### src/rtl/noc_input_unit.sv
// Router input port: flit FIFO, XY route of the front head flit, and a wormhole-locked crossbar request.
// Optional packet counter output pkt_cnt_o is enabled with `define NOC_IU_PERF_EN.
module noc_input_unit #(
    parameter int DATA_W = 32,
    parameter int CW     = 4,
    parameter int DEPTH  = 4,
    parameter int PORT_N = 5,
    parameter int MY_X   = 0,
    parameter int MY_Y   = 0
) (
    input  logic              clk,
    input  logic              rst_n,
    input  logic              flit_valid_i,
    input  logic [DATA_W-1:0] flit_i,
    output logic              ready_o,
    output logic              req_o,
    output logic [PORT_N-1:0] port_o,
    input  logic              grt_i,
    output logic              flit_valid_o,
    output logic [DATA_W-1:0] flit_o,
    output logic              err_o
`ifdef NOC_IU_PERF_EN
    ,
    output logic [15:0]       pkt_cnt_o
`endif
);
    localparam int AW = $clog2(DEPTH);
    localparam logic [CW-1:0] MY_XC = CW'(MY_X);
    localparam logic [CW-1:0] MY_YC = CW'(MY_Y);

    typedef enum logic {IDLE, ACTIVE} state_t;

    logic [DATA_W-1:0] mem_q [DEPTH];
    logic [AW-1:0]     wr_ptr_q, wr_ptr_d, rd_ptr_q, rd_ptr_d;
    logic [AW:0]       cnt_q, cnt_d;
    state_t            state_q, state_d;
    logic [PORT_N-1:0] port_q, port_d;
    logic              err_q, err_d;

    logic              empty, full, push, pop;
    logic [DATA_W-1:0] front;
    logic [1:0]        front_type;
    logic [CW-1:0]     dest_x, dest_y;
    logic [PORT_N-1:0] route_oh;

    assign empty      = (cnt_q == '0);
    assign full       = (cnt_q == (AW+1)'(DEPTH));
    assign push       = flit_valid_i & ~full;
    assign front      = mem_q[rd_ptr_q];
    assign front_type = front[DATA_W-1 -: 2];
    assign dest_x     = front[DATA_W-3 -: CW];
    assign dest_y     = front[DATA_W-3-CW -: CW];

    // Dimension-ordered: resolve X fully before Y.
    always_comb begin
        route_oh = '0;
        if (dest_x > MY_XC)      route_oh[2] = 1'b1;
        else if (dest_x < MY_XC) route_oh[4] = 1'b1;
        else if (dest_y > MY_YC) route_oh[1] = 1'b1;
        else if (dest_y < MY_YC) route_oh[3] = 1'b1;
        else                     route_oh[0] = 1'b1;
    end

    always_comb begin
        state_d = state_q;
        port_d  = port_q;
        err_d   = 1'b0;
        pop     = 1'b0;
        case (state_q)
            IDLE: begin
                if (!empty) begin
                    if (front_type[0]) begin
                        port_d  = route_oh;
                        state_d = ACTIVE;
                    end else begin
                        pop   = 1'b1;
                        err_d = 1'b1;
                    end
                end
            end
            ACTIVE: begin
                if (!empty && grt_i) begin
                    pop = 1'b1;
                    if (front_type[1]) begin
                        state_d = IDLE;
                        port_d  = '0;
                    end
                end
            end
            default: state_d = IDLE;
        endcase
    end

    always_comb begin
        wr_ptr_d = push ? wr_ptr_q + AW'(1) : wr_ptr_q;
        rd_ptr_d = pop  ? rd_ptr_q + AW'(1) : rd_ptr_q;
        cnt_d    = cnt_q + (push ? (AW+1)'(1) : '0) - (pop ? (AW+1)'(1) : '0);
    end

    always_ff @(posedge clk or negedge rst_n) begin
        if (!rst_n) begin
            state_q  <= IDLE;
            port_q   <= '0;
            err_q    <= 1'b0;
            wr_ptr_q <= '0;
            rd_ptr_q <= '0;
            cnt_q    <= '0;
        end else begin
            state_q  <= state_d;
            port_q   <= port_d;
            err_q    <= err_d;
            wr_ptr_q <= wr_ptr_d;
            rd_ptr_q <= rd_ptr_d;
            cnt_q    <= cnt_d;
        end
    end

    // Storage needs no reset: pointers and count define what is valid.
    always_ff @(posedge clk) begin
        if (push) mem_q[wr_ptr_q] <= flit_i;
    end

    assign ready_o      = ~full;
    assign req_o        = (state_q == ACTIVE);
    assign port_o       = port_q;
    assign flit_valid_o = (state_q == ACTIVE) & ~empty;
    assign flit_o       = front;
    assign err_o        = err_q;

`ifdef NOC_IU_PERF_EN
    logic [15:0] pkt_cnt_q, pkt_cnt_d;

    always_comb begin
        pkt_cnt_d = pkt_cnt_q;
        if (state_q == ACTIVE && pop && front_type[1]) pkt_cnt_d = pkt_cnt_q + 16'd1;
    end

    always_ff @(posedge clk or negedge rst_n) begin
        if (!rst_n) pkt_cnt_q <= '0;
        else        pkt_cnt_q <= pkt_cnt_d;
    end

    assign pkt_cnt_o = pkt_cnt_q;
`endif
endmodule

### config.mk
export PLATFORM = sky130hd
export DESIGN_NAME = noc_input_unit
export DESIGN_NICKNAME = d
export VERILOG_FILES = /design/src/rtl/noc_input_unit.sv
export SDC_FILE = /design/constraint.sdc
export NUM_CORES = 1
export LEC_CHECK = 0
export ABC_AREA = 1
export CAP_MARGIN = 5
export CORE_ASPECT_RATIO = 0.75
export CORE_MARGIN = 5
export CORE_UTILIZATION = 33
export CTS_CLUSTER_DIAMETER = 150
export DETAILED_ROUTE_END_ITERATION = 12
export HOLD_SLACK_MARGIN = 0.12
export PLACE_DENSITY_LB_ADDON = 0.3
export SYNTH_ARGS = -nofsm -noshare
export SYNTH_HDL_FRONTEND = slang
export SYNTH_SLANG_ARGS = --single-unit
### constraint.sdc
create_clock -name clk -period 4 [get_ports clk]
set_clock_uncertainty 0.05 [all_clocks]
set_input_delay 0.4 -clock clk [delete_from_list [all_inputs] [get_ports clk]]
set_output_delay 0.4 -clock clk [all_outputs]
set_load 0.1 [all_outputs]
==> load_flow_metrics.sql, run 1 <==
INSERT INTO impl_metrics (metric_group, metric, value, unit) VALUES
('outcome', 'run_status', 'completed', ''),
('global_route', 'globalRouteOverflowTotal', '0', ''),
('setup_path', 'crit_path_frequent_cell', 'buf_4', ''),
('timing', 'timing_worst_slew_pin_value', '1.05', 'ns'),
('cts', 'cts-root-to-sink-buffers', '2', ''),
('cells_and_area', 'fraction_of_layout_instances_using_a_drive_strength_above_1', '15.8', '%'),
('logic_synthesis', 'synth.yosys.warnings', '0', ''),
('route', 'routed_via_density', '4.70', ''),
('global_route', 'first_global_vias', '3348', ''),
('cts', 'cts.htree.levels', '4', ''),
('floorplanning', 'vertical_die_dimension', '122', 'um'),
('timing', 'layout_min_cycle_time', '2.85', 'ns'),
('timing', 'setup_repair_after_global_routing_missed_its_margin', 'no', ''),
('route', 'route.final.wire_length', '11600', 'um'),
('setup_path', 'setup.worst_path.end_class', 'primary output', ''),
('place', 'io_buffers', '74', ''),
('route', 'vias', '3393', ''),
('timing', 'maxSlewViolCount', '0', ''),
('setup_path', 'worst-path-max-fanout', '62', ''),
('cts', 'clock_tree_from_tritoncts', 'done', ''),
('timing', 'setup_tns', '0', 'ns'),
('timing', 'min_period_over_period', '71.1', '%'),
('cells_and_area', 'areaGrowthSynthToFinish', '27.2', '%'),
('cts', 'post_cts_resized', '0', ''),
('global_route', 'gr-usage-all-layers', '12.3', '%'),
('floorplanning', 'boundaryPins', '77', ''),
('cts', 'clock_sinks', '140', ''),
('logic_synthesis', 'yosys-top-cells-area', 'edfxtp_1 (70%), dfrtp_1 (5.5%), o21ai_0 (4.3%)', ''),
('route', 'drtAntennaViolNets', '0', ''),
('logic_synthesis', 'post-synth-top-area-fraction', '69.8', '%'),
('global_route', 'grt_first_pass_wirelength', '18200', 'um'),
('setup_path', 'required', '3.55', 'ns'),
('logic_synthesis', 'netlist_instances', '421', ''),
('cells_and_area', 'antenna_cells_inserted', '0', ''),
('run', 'max_cap_viols', '0', ''),
('timing', 'clock.fmax', '0.351', 'GHz'),
('setup_path', 'r2r_setup_slack', '1.63', 'ns'),
('place', 'place_congestion', '0.741', ''),
('setup_path', 'timing.setup.critical_path_class', 'flip-flop to primary output', ''),
('setup_path', 'critPathSlowestCell', 'dfrtp_2', ''),
('route', 'routed_wire_length_per_instance', '16.1', 'um'),
('global_route', 'initial_antenna_violation_count', '0', ''),
('route', 'first_pass_iteration_count_of_the_detailed_router', '4', ''),
('route', 'initialDrtViolationCount', '168', ''),
('place', 'place.detailed.hpwl', '7270', 'um'),
('timing', 'setup-violations-final', '0', ''),
('logic_synthesis', 'post-synth-top-area-cell', 'edfxtp_1', ''),
('floorplanning', 'fp-row-count', '40', ''),
('timing', 'final_hold_viol_count', '0', ''),
('cts', 'cts_root_buf', 'clkbuf_16', ''),
('worst_hold_path', 'hp-class', 'input port to async pin', ''),
('cts', 'setup_repair_bufs_after_cts', '0', ''),
('setup_path', 'max_stage_delay', '0.55', 'ns'),
('setup_path', 'timing.reg2reg.worst_path_depth', '9', ''),
('floorplanning', 'floorplan.die.width', '159', 'um'),
('setup_path', 'critPathLaunchType', 'flip-flop', ''),
('logic_synthesis', 'syn_area', '0.00551', 'mm^2'),
('logic_synthesis', 'yosysSeqAreaShare', '75.2', '%'),
('floorplanning', 'initial_utilization', '34.0', '%'),
('setup_path', 'timing.rr.end', 'cnt_q[2]', ''),
('cells_and_area', 'final_net_count', '542', ''),
('setup_path', 'regToRegStartpoint', 'cnt_q[1]', ''),
('floorplanning', 'die_area', '0.0194', 'mm^2'),
('cts', 'cts-buffers-inserted', '17', ''),
('route', 'drc', '0', ''),
('timing', 'relSlewSlack', '30.0', '%'),
('floorplanning', 'core', '0.0162', 'mm^2'),
('logic_synthesis', 'synth_cell_types', '25', ''),
('global_route', 'grt_max_degree', '63', ''),
('cts', 'path_clk_slew', '0.06', 'ns'),
('cts', 'ctsHoldBuffers', '0', ''),
('setup_path', 'timing.critical_path.cells', 'inv_2 -> buf_4 -> o21ai_0 -> o21ai_1 -> buf_4', ''),
('logic_synthesis', 'ys_ff_latch', '140', ''),
('setup_path', 'arrival', '2.40', 'ns'),
('logic_synthesis', 'average_cell_area_after_synthesis', '13.1', 'um^2'),
('cts', 'clock_latency_on_the_worst_skew_pair', '0.41', 'ns');
## layer usage
layer / wire, um / share of wire (%) / track usage (%) / vias to the layer above
li1: - / - / - / 1648
met1: 5130 / 44 / 15.5 / 1652
met2: 5650 / 49 / 19.7 / 84
met3: 704 / 6.1 / 4.40 / 9
met4: 111 / 0.96 / 4.32 / 0
met5: 0 / 0 / 0 / -
## layout by cell type, fill, tap and decap left out, drive strengths merged
| cell type | n |
|---|---|
| edfxtp | 128 |
| nand2 | 61 |
| nor2 | 57 |
| o21ai | 49 |
| clkdlybuf4s50 | 42 |
| buf | 38 |
| inv | 27 |
| nand3 | 26 |
| o22ai | 22 |
| clkbuf | 18 |
| dfrtp | 12 |
| clkinv | 7 |
| ha | 6 |
| bufinv | 4 |
| xor2 | 3 |
| a21oi | 3 |
| nor3 | 3 |
| conb | 2 |
| clkinvlp | 2 |
| xnor2 | 1 |
| fa | 1 |
## cell families after synthesis
kind of cell / count (synthesis) / share of synthesized area [%]
XOR/XNOR: 4 / 0.636
AO/OA/AOI/OAI: 74 / 7.22
adder cells (fa/ha/maj): 7 / 1.73
flip-flops: 140 / 75.2
AND/OR/NAND/NOR: 147 / 11.0
buffers and inverters: 48 / 4.07
other: 1 / 0.0681
## worst max-delay path by stage
stage,from,to,cells after the start
after floorplan,cnt_q[1],mem_q[0][0],4
after global placement,flit_valid_i,mem_q[0][21],3
after detailed placement,flit_valid_i,mem_q[0][19],3
after CTS,rd_ptr_q[0],flit_o[31],5
after global routing,rd_ptr_q[0],flit_o[20],5
final,rd_ptr_q[0],flit_o[31],5
## flip-flops by register name, indices dropped and copies added (netlist names)
signal    cells
cnt_q         3
rd_ptr_q      2
wr_ptr_q      2
req_o         1
port_o        3
err_o         1
mem_q       128
## final cells by class
cell class                      instances  area (um^2)
Clock inverter                         14          194
Sequential cell                       140         4150
Timing Repair Buffer                   80          706
Multi-Input combinational cell        234         1170
Fill cell                            1487         9210
Tap cell                              210          263
Inverter                               26         97.6
Clock buffer                           18          429
## worst max-delay path: cells and delay by family (launching register included)
family | cells | cell delay (ns)
AO/OA/AOI/OAI | 2 | 0.42
buffers and inverters | 3 | 1.00
flip-flops | 1 | 0.55
## cell usage after synthesis
library cell	count
edfxtp_1	128
nand2_1	60
nor2_1	56
o21ai_0	47
nand3_1	25
inv_1	24
o22ai_1	22
dfrtp_1	12
clkbuf_1	9
buf_4	6
ha_1	6
buf_2	5
a21oi_1	3
xor2_1	3
buf_6	2
inv_2	2
nor3_2	2
o21ai_1	2
conb_1	1
fa_1	1
nand2_2	1
nand3_2	1
nor2_2	1
nor3_1	1
xnor2_1	1
## metrics by stage
step | hold WS (ns) | std cells | setup WS [ns] | instance area [um^2] | util (%)
final | 0.310 | 722 | 1.15 | 7010 | 43.2
after global routing | 0.369 | 722 | 0.958 | 7010 | 43.2
after CTS | 0.318 | 722 | 1.10 | 7010 | 43.2
after detailed placement | 0.456 | 690 | 1.42 | 6380 | 39.4
after global placement | 0.453 | 690 | 1.45 | 6380 | 39.4
after floorplan | 0.0544 | 422 | 0.620 | 5510 | -
Power of run 1 is not shown: default switching activity piles up to over one toggle a cycle in this logic, so the estimate is an artifact.
==> run 2, diff against run 1 <==
==> constraint.sdc (replaced) <==
create_clock -name clk -period 2.6 [get_ports clk]
set_clock_uncertainty 0.05 [all_clocks]
set_input_delay 0.26 -clock clk [delete_from_list [all_inputs] [get_ports clk]]
set_output_delay 0.26 -clock clk [all_outputs]
set_load 0.1 [all_outputs]
==> run 2 against run 1 <==
  * Via count increased by 0.74%
  * Clock-buffer cell count unchanged
  * Final cell count up 0.55%
  * Critical path depth did not move
  * Non-clock buffer count is 4 higher
  * Utilization rose by 3.6 points
  * Final area increased by 8.4%
==> load_flow_metrics.sql, run 2 (synthesis gave the netlist of run 1 again) <==
INSERT INTO impl_metrics (metric_group, metric, value, unit) VALUES
('cts', 'cts-buffers-inserted', '17', ''),
('cells_and_area', 'layout_commonest_cell', 'edfxtp_1', ''),
('cts', 'cts-root-to-sink-buffers', '2', ''),
('setup_path', 'required', '2.29', 'ns'),
('setup_path', 'arrival', '2.05', 'ns'),
('cells_and_area', 'final_net_count', '546', ''),
('route', 'routed_wire_length_per_instance', '16.5', 'um'),
('global_route', 'initial_antenna_violation_count', '0', ''),
('place', 'placed_cell_area', '0.00699', 'mm^2'),
('cells_and_area', 'largest-register', 'mem_q', ''),
('setup_path', 'critPathSlowestCell', 'dfrtp_2', ''),
('route', 'vias', '3418', ''),
('floorplanning', 'initial_utilization', '34.0', '%'),
('floorplanning', 'boundaryPins', '77', ''),
('cts', 'path_clk_slew', '0.06', 'ns'),
('floorplanning', 'fp-row-count', '40', ''),
('route', 'drtAntennaViolNets', '0', ''),
('floorplanning', 'vertical_die_dimension', '122', 'um'),
('global_route', 'globalRouteOverflowTotal', '0', ''),
('route', 'route.final.wire_length', '12000', 'um'),
('floorplanning', 'die_area', '0.0194', 'mm^2'),
('cts', 'setup_repair_bufs_after_cts', '0', ''),
('place', 'io_buffers', '74', ''),
('floorplanning', 'core', '0.0162', 'mm^2'),
('cells_and_area', 'mostFrequentLayoutCells', 'edfxtp_1 (128), nand2_1 (59), nor2_1 (51)', ''),
('worst_hold_path', 'hp-class', 'input port to async pin', ''),
('cells_and_area', 'fin_area', '0.00760', 'mm^2'),
('setup_path', 'worst_path_bufs_invs', '3', ''),
('timing', 'maxSlewViolCount', '0', ''),
('cts', 'clock_sinks', '140', ''),
('cts', 'clock_tree_from_tritoncts', 'done', ''),
('setup_path', 'setup.worst_path.end_class', 'primary output', ''),
('place', 'place_congestion', '0.703', ''),
('global_route', 'first_global_vias', '3628', ''),
('cts', 'cts.htree.levels', '4', ''),
('cells_and_area', 'fraction_of_layout_instances_using_a_drive_strength_above_1', '22.3', '%'),
('setup_path', 'max_stage_delay', '0.43', 'ns'),
('timing', 'setup_repair_after_global_routing_missed_its_margin', 'no', ''),
('setup_path', 'timing.setup.critical_path_class', 'flip-flop to primary output', ''),
('setup_path', 'worst-path-max-fanout', '51', ''),
('setup_path', 'timing.critical_path.cells', 'inv_2 -> buf_6 -> o21ai_0 -> o22ai_2 -> buf_12', ''),
('timing', 'final_hold_viol_count', '0', ''),
('global_route', 'grt_first_pass_wirelength', '19200', 'um'),
('global_route', 'grt_max_degree', '52', ''),
('cells_and_area', 'fillCellCount', '1452', ''),
('timing', 'setup_tns', '0', 'ns'),
('cts', 'cts_root_buf', 'clkbuf_16', ''),
('timing', 'setup-violations-final', '0', ''),
('timing', 'min_period_over_period', '90.7', '%'),
('route', 'first_pass_iteration_count_of_the_detailed_router', '4', ''),
('timing', 'relSlewSlack', '60.0', '%'),
('route', 'routed_via_density', '4.71', ''),
('cells_and_area', 'largest_reg_flops', '128', ''),
('timing', 'clock.fmax', '0.424', 'GHz'),
('global_route', 'gr-usage-all-layers', '12.7', '%'),
('setup_path', 'critical_path.top_delay_family', 'buffers and inverters', ''),
('route', 'drc', '0', ''),
('cells_and_area', 'areaGrowthSynthToFinish', '37.9', '%'),
('floorplanning', 'floorplan.die.width', '159', 'um'),
('place', 'place.detailed.hpwl', '7090', 'um'),
('setup_path', 'critPathLaunchType', 'flip-flop', ''),
('route', 'initialDrtViolationCount', '224', ''),
('cells_and_area', 'antenna_cells_inserted', '0', ''),
('timing', 'timing_worst_slew_pin_value', '0.597', 'ns'),
('timing', 'layout_min_cycle_time', '2.36', 'ns'),
('cts', 'clock_latency_on_the_worst_skew_pair', '0.41', 'ns'),
('run', 'max_cap_viols', '0', ''),
('outcome', 'run_status', 'completed', '');
==> run 2: metrics by stage <==
step                std cells  util (%)  hold WS, ns  setup WS, ns
finish                    726      46.8        0.181         0.241
detailed placement        694      43.1        0.468         0.263
floorplan                 422         -      -0.0856       0.00660
global placement          694      43.1        0.444         0.312
global route              726      46.8        0.206        0.0761
CTS                       726      46.8        0.181        0.0375
==> run 2: final timing paths <==
path | startpoint | cells past startpoint | slack [ns] | end
hold / removal | rst_n | 1 | 0.18 | err_o
min in group clk | flit_i[1] | 1 | 0.44 | mem_q[0][1]
setup / recovery | rd_ptr_q[0] | 5 | 0.24 | flit_o[21]
setup reg to reg | cnt_q[1] | 9 | 0.27 | cnt_q[2]
max in group asynchronous | rst_n | 1 | 1.89 | rd_ptr_q[0]
hold reg to reg | port_o[1] | 2 | 0.49 | port_o[1]
==> run 2: final cells by class <==
cell class                      instances  area, um^2  share of cell area [%]
Sequential cell                       140        4150                    54.6
Multi-Input combinational cell        234        1320                    17.4
Timing Repair Buffer                   84        1170                    15.4
Clock buffer                           18         429                    5.65
Tap cell                              210         263                    3.46
Clock inverter                         14         169                    2.22
Inverter                               26        97.6                    1.28
==> run 2: repair_timing <==
item,4_1_cts,5_1_grt
hold buffers,0,0
gates resized for setup,0,1
setup endpoints to repair,0,25
==> run 2: routing by layer <==
metal / routed length (um) / global-route usage (%) / up-vias
met5: 0 / 0 / -
met4: 157 / 4.05 / 0
met3: 647 / 4.26 / 12
met2: 5640 / 20.5 / 87
met1: 5520 / 16.3 / 1662
li1: - / - / 1657
Power of run 2 is left out for the same reason.
==> run 3, diff against run 2 <==
--- a/config.mk
+++ b/config.mk
@@ -17,3 +17,4 @@
 export SYNTH_ARGS = -nofsm -noshare
 export SYNTH_HDL_FRONTEND = slang
 export SYNTH_SLANG_ARGS = --single-unit
+export TNS_END_PERCENT = 10
==> run 3 against run 2 <==
  * Via count down 1.5%
  * Critical path type unchanged
  * Clock-buffer cell count is 6 higher
  * Final area down 2.5%
  * Non-clock buffer count up 5
  * Fmax decreased by 3.6%
  * Register-to-register slack about the same
  * Final cell count up 0.69%
  * Utilization down 1.2 points
==> load_flow_metrics.sql, run 3 (synthesis gave the netlist of run 1 again) <==
INSERT INTO impl_metrics (metric_group, metric, value, unit) VALUES
('global_route', 'grt_max_degree', '64', ''),
('route', 'drtAntennaViolNets', '0', ''),
('cts', 'ctsHoldBuffers', '0', ''),
('timing', 'maxSlewViolCount', '0', ''),
('floorplanning', 'fp-row-count', '40', ''),
('cts', 'setup_repair_bufs_after_cts', '0', ''),
('setup_path', 'timing.setup.critical_path_class', 'flip-flop to primary output', ''),
('global_route', 'grt_first_pass_wirelength', '18500', 'um'),
('timing', 'layout_min_cycle_time', '2.45', 'ns'),
('timing', 'min_period_over_period', '94.1', '%'),
('floorplanning', 'core', '0.0162', 'mm^2'),
('cells_and_area', 'final_net_count', '551', ''),
('cts', 'cts-buffers-inserted', '17', ''),
('route', 'route.final.wire_length', '11700', 'um'),
('floorplanning', 'vertical_die_dimension', '122', 'um'),
('global_route', 'gr-usage-all-layers', '12.5', '%'),
('cts', 'clock_latency_on_the_worst_skew_pair', '0.41', 'ns'),
('worst_hold_path', 'hp-class', 'input port to async pin', ''),
('cells_and_area', 'antenna_cells_inserted', '0', ''),
('setup_path', 'worst-path-max-fanout', '48', ''),
('setup_path', 'setup.worst_path.end_class', 'primary output', ''),
('route', 'initialDrtViolationCount', '152', ''),
('cts', 'cts_root_buf', 'clkbuf_16', ''),
('cells_and_area', 'fraction_of_layout_instances_using_a_drive_strength_above_1', '18.4', '%'),
('timing', 'setup_repair_after_global_routing_missed_its_margin', 'no', ''),
('route', 'vias', '3367', ''),
('cts', 'path_clk_slew', '0.06', 'ns'),
('timing', 'relSlewSlack', '59.7', '%'),
('setup_path', 'required', '2.29', 'ns'),
('global_route', 'first_global_vias', '3382', ''),
('route', 'drc', '0', ''),
('global_route', 'globalRouteOverflowTotal', '0', ''),
('cells_and_area', 'areaGrowthSynthToFinish', '34.5', '%'),
('route', 'first_pass_iteration_count_of_the_detailed_router', '5', ''),
('cells_and_area', 'largest_reg_flops', '128', ''),
('place', 'place.detailed.hpwl', '7150', 'um'),
('cells_and_area', 'largest-register', 'mem_q', ''),
('floorplanning', 'die_area', '0.0194', 'mm^2'),
('route', 'routed_via_density', '4.61', ''),
('timing', 'setup-violations-final', '0', ''),
('cells_and_area', 'mostFrequentLayoutCells', 'edfxtp_1 (128), nand2_1 (60), nor2_1 (52)', ''),
('cts', 'clock_tree_from_tritoncts', 'done', ''),
('timing', 'timing_worst_slew_pin_value', '0.603', 'ns'),
('setup_path', 'arrival', '2.14', 'ns'),
('cells_and_area', 'layout_commonest_cell', 'edfxtp_1', ''),
('place', 'placed_cell_area', '0.00684', 'mm^2'),
('cts', 'cts.htree.levels', '4', ''),
('outcome', 'run_status', 'completed', ''),
('cells_and_area', 'fin_area', '0.00741', 'mm^2'),
('timing', 'clock.fmax', '0.409', 'GHz'),
('floorplanning', 'initial_utilization', '34.0', '%'),
('route', 'routed_wire_length_per_instance', '16.0', 'um'),
('place', 'io_buffers', '74', ''),
('run', 'max_cap_viols', '0', ''),
('cts', 'cts-root-to-sink-buffers', '2', ''),
('place', 'place_congestion', '0.700', ''),
('cts', 'clock_sinks', '140', ''),
('setup_path', 'critPathLaunchType', 'flip-flop', ''),
('floorplanning', 'boundaryPins', '77', ''),
('global_route', 'initial_antenna_violation_count', '0', ''),
('floorplanning', 'floorplan.die.width', '159', 'um'),
('timing', 'final_hold_viol_count', '0', ''),
('setup_path', 'r2r_setup_slack', '0.26', 'ns');
==> run 3: changes by cell type in the layout (fill, tap and decap cells not counted), sizes merged <==
cell / previous run / this run
clkinv: 5 / 7
clkbuf: 18 / 24
inv: 29 / 26
bufinv: 3 / 1
buf: 49 / 54
clkinvlp: 3 / 0
==> run 3: what timing repair did <==
action	4_1_cts	5_1_grt
gates resized for setup	0	1
setup endpoints to repair	0	19
hold endpoints to repair	0	0
==> run 3: final timing paths <==
path,from,cells past startpoint,to
max in group asynchronous,rst_n,1,rd_ptr_q[0]
hold / removal,rst_n,1,port_o[2]
min in group clk,flit_i[12],1,mem_q[0][12]
setup reg to reg,cnt_q[1],9,cnt_q[2]
hold reg to reg,port_o[1],2,port_o[1]
setup / recovery,rd_ptr_q[0],4,flit_o[20]
==> run 3: worst max-delay path: stages (launching register included) <==
cell and delay, ns:
dfrtp_2 0.42, buf_4 0.45, o21ai_0 0.21, o22ai_1 0.38, buf_12 0.23
==> run 3: stage by stage <==
stage               std cells  hold slack, ns  utilization, %  setup slack [ns]  TNS, ns
floorplan                 422         -0.0856               -            -0.321   -45.63
global placement          699           0.452            42.2             0.342        0
detailed placement        699           0.473            42.2             0.270        0
CTS                       731           0.173            45.6            0.0218        0
global route              731           0.204            45.7            0.0118        0
finish                    731           0.178            45.7             0.154        0
==> run 3: final cells by class <==
type                       count  area [um^2]
clock buffer                  24          502
clock inverter                 8         65.1
tap                          210          263
multi-input combinational    234         1170
timing repair buffer          89         1160
fill                        1455         8810
sequential                   140         4150
inverter                      26         97.6
==> run 3: per-layer routing <==
metal | up-vias | GRT usage [%] | share of wire [%]
met1 | 1614 | 15.3 | 44
met5 | - | 0 | 0
met2 | 76 | 20.4 | 48
met3 | 17 | 4.73 | 5.9
li1 | 1660 | - | -
met4 | 0 | 4.48 | 1.4
Power of run 3 is left out for the same reason.
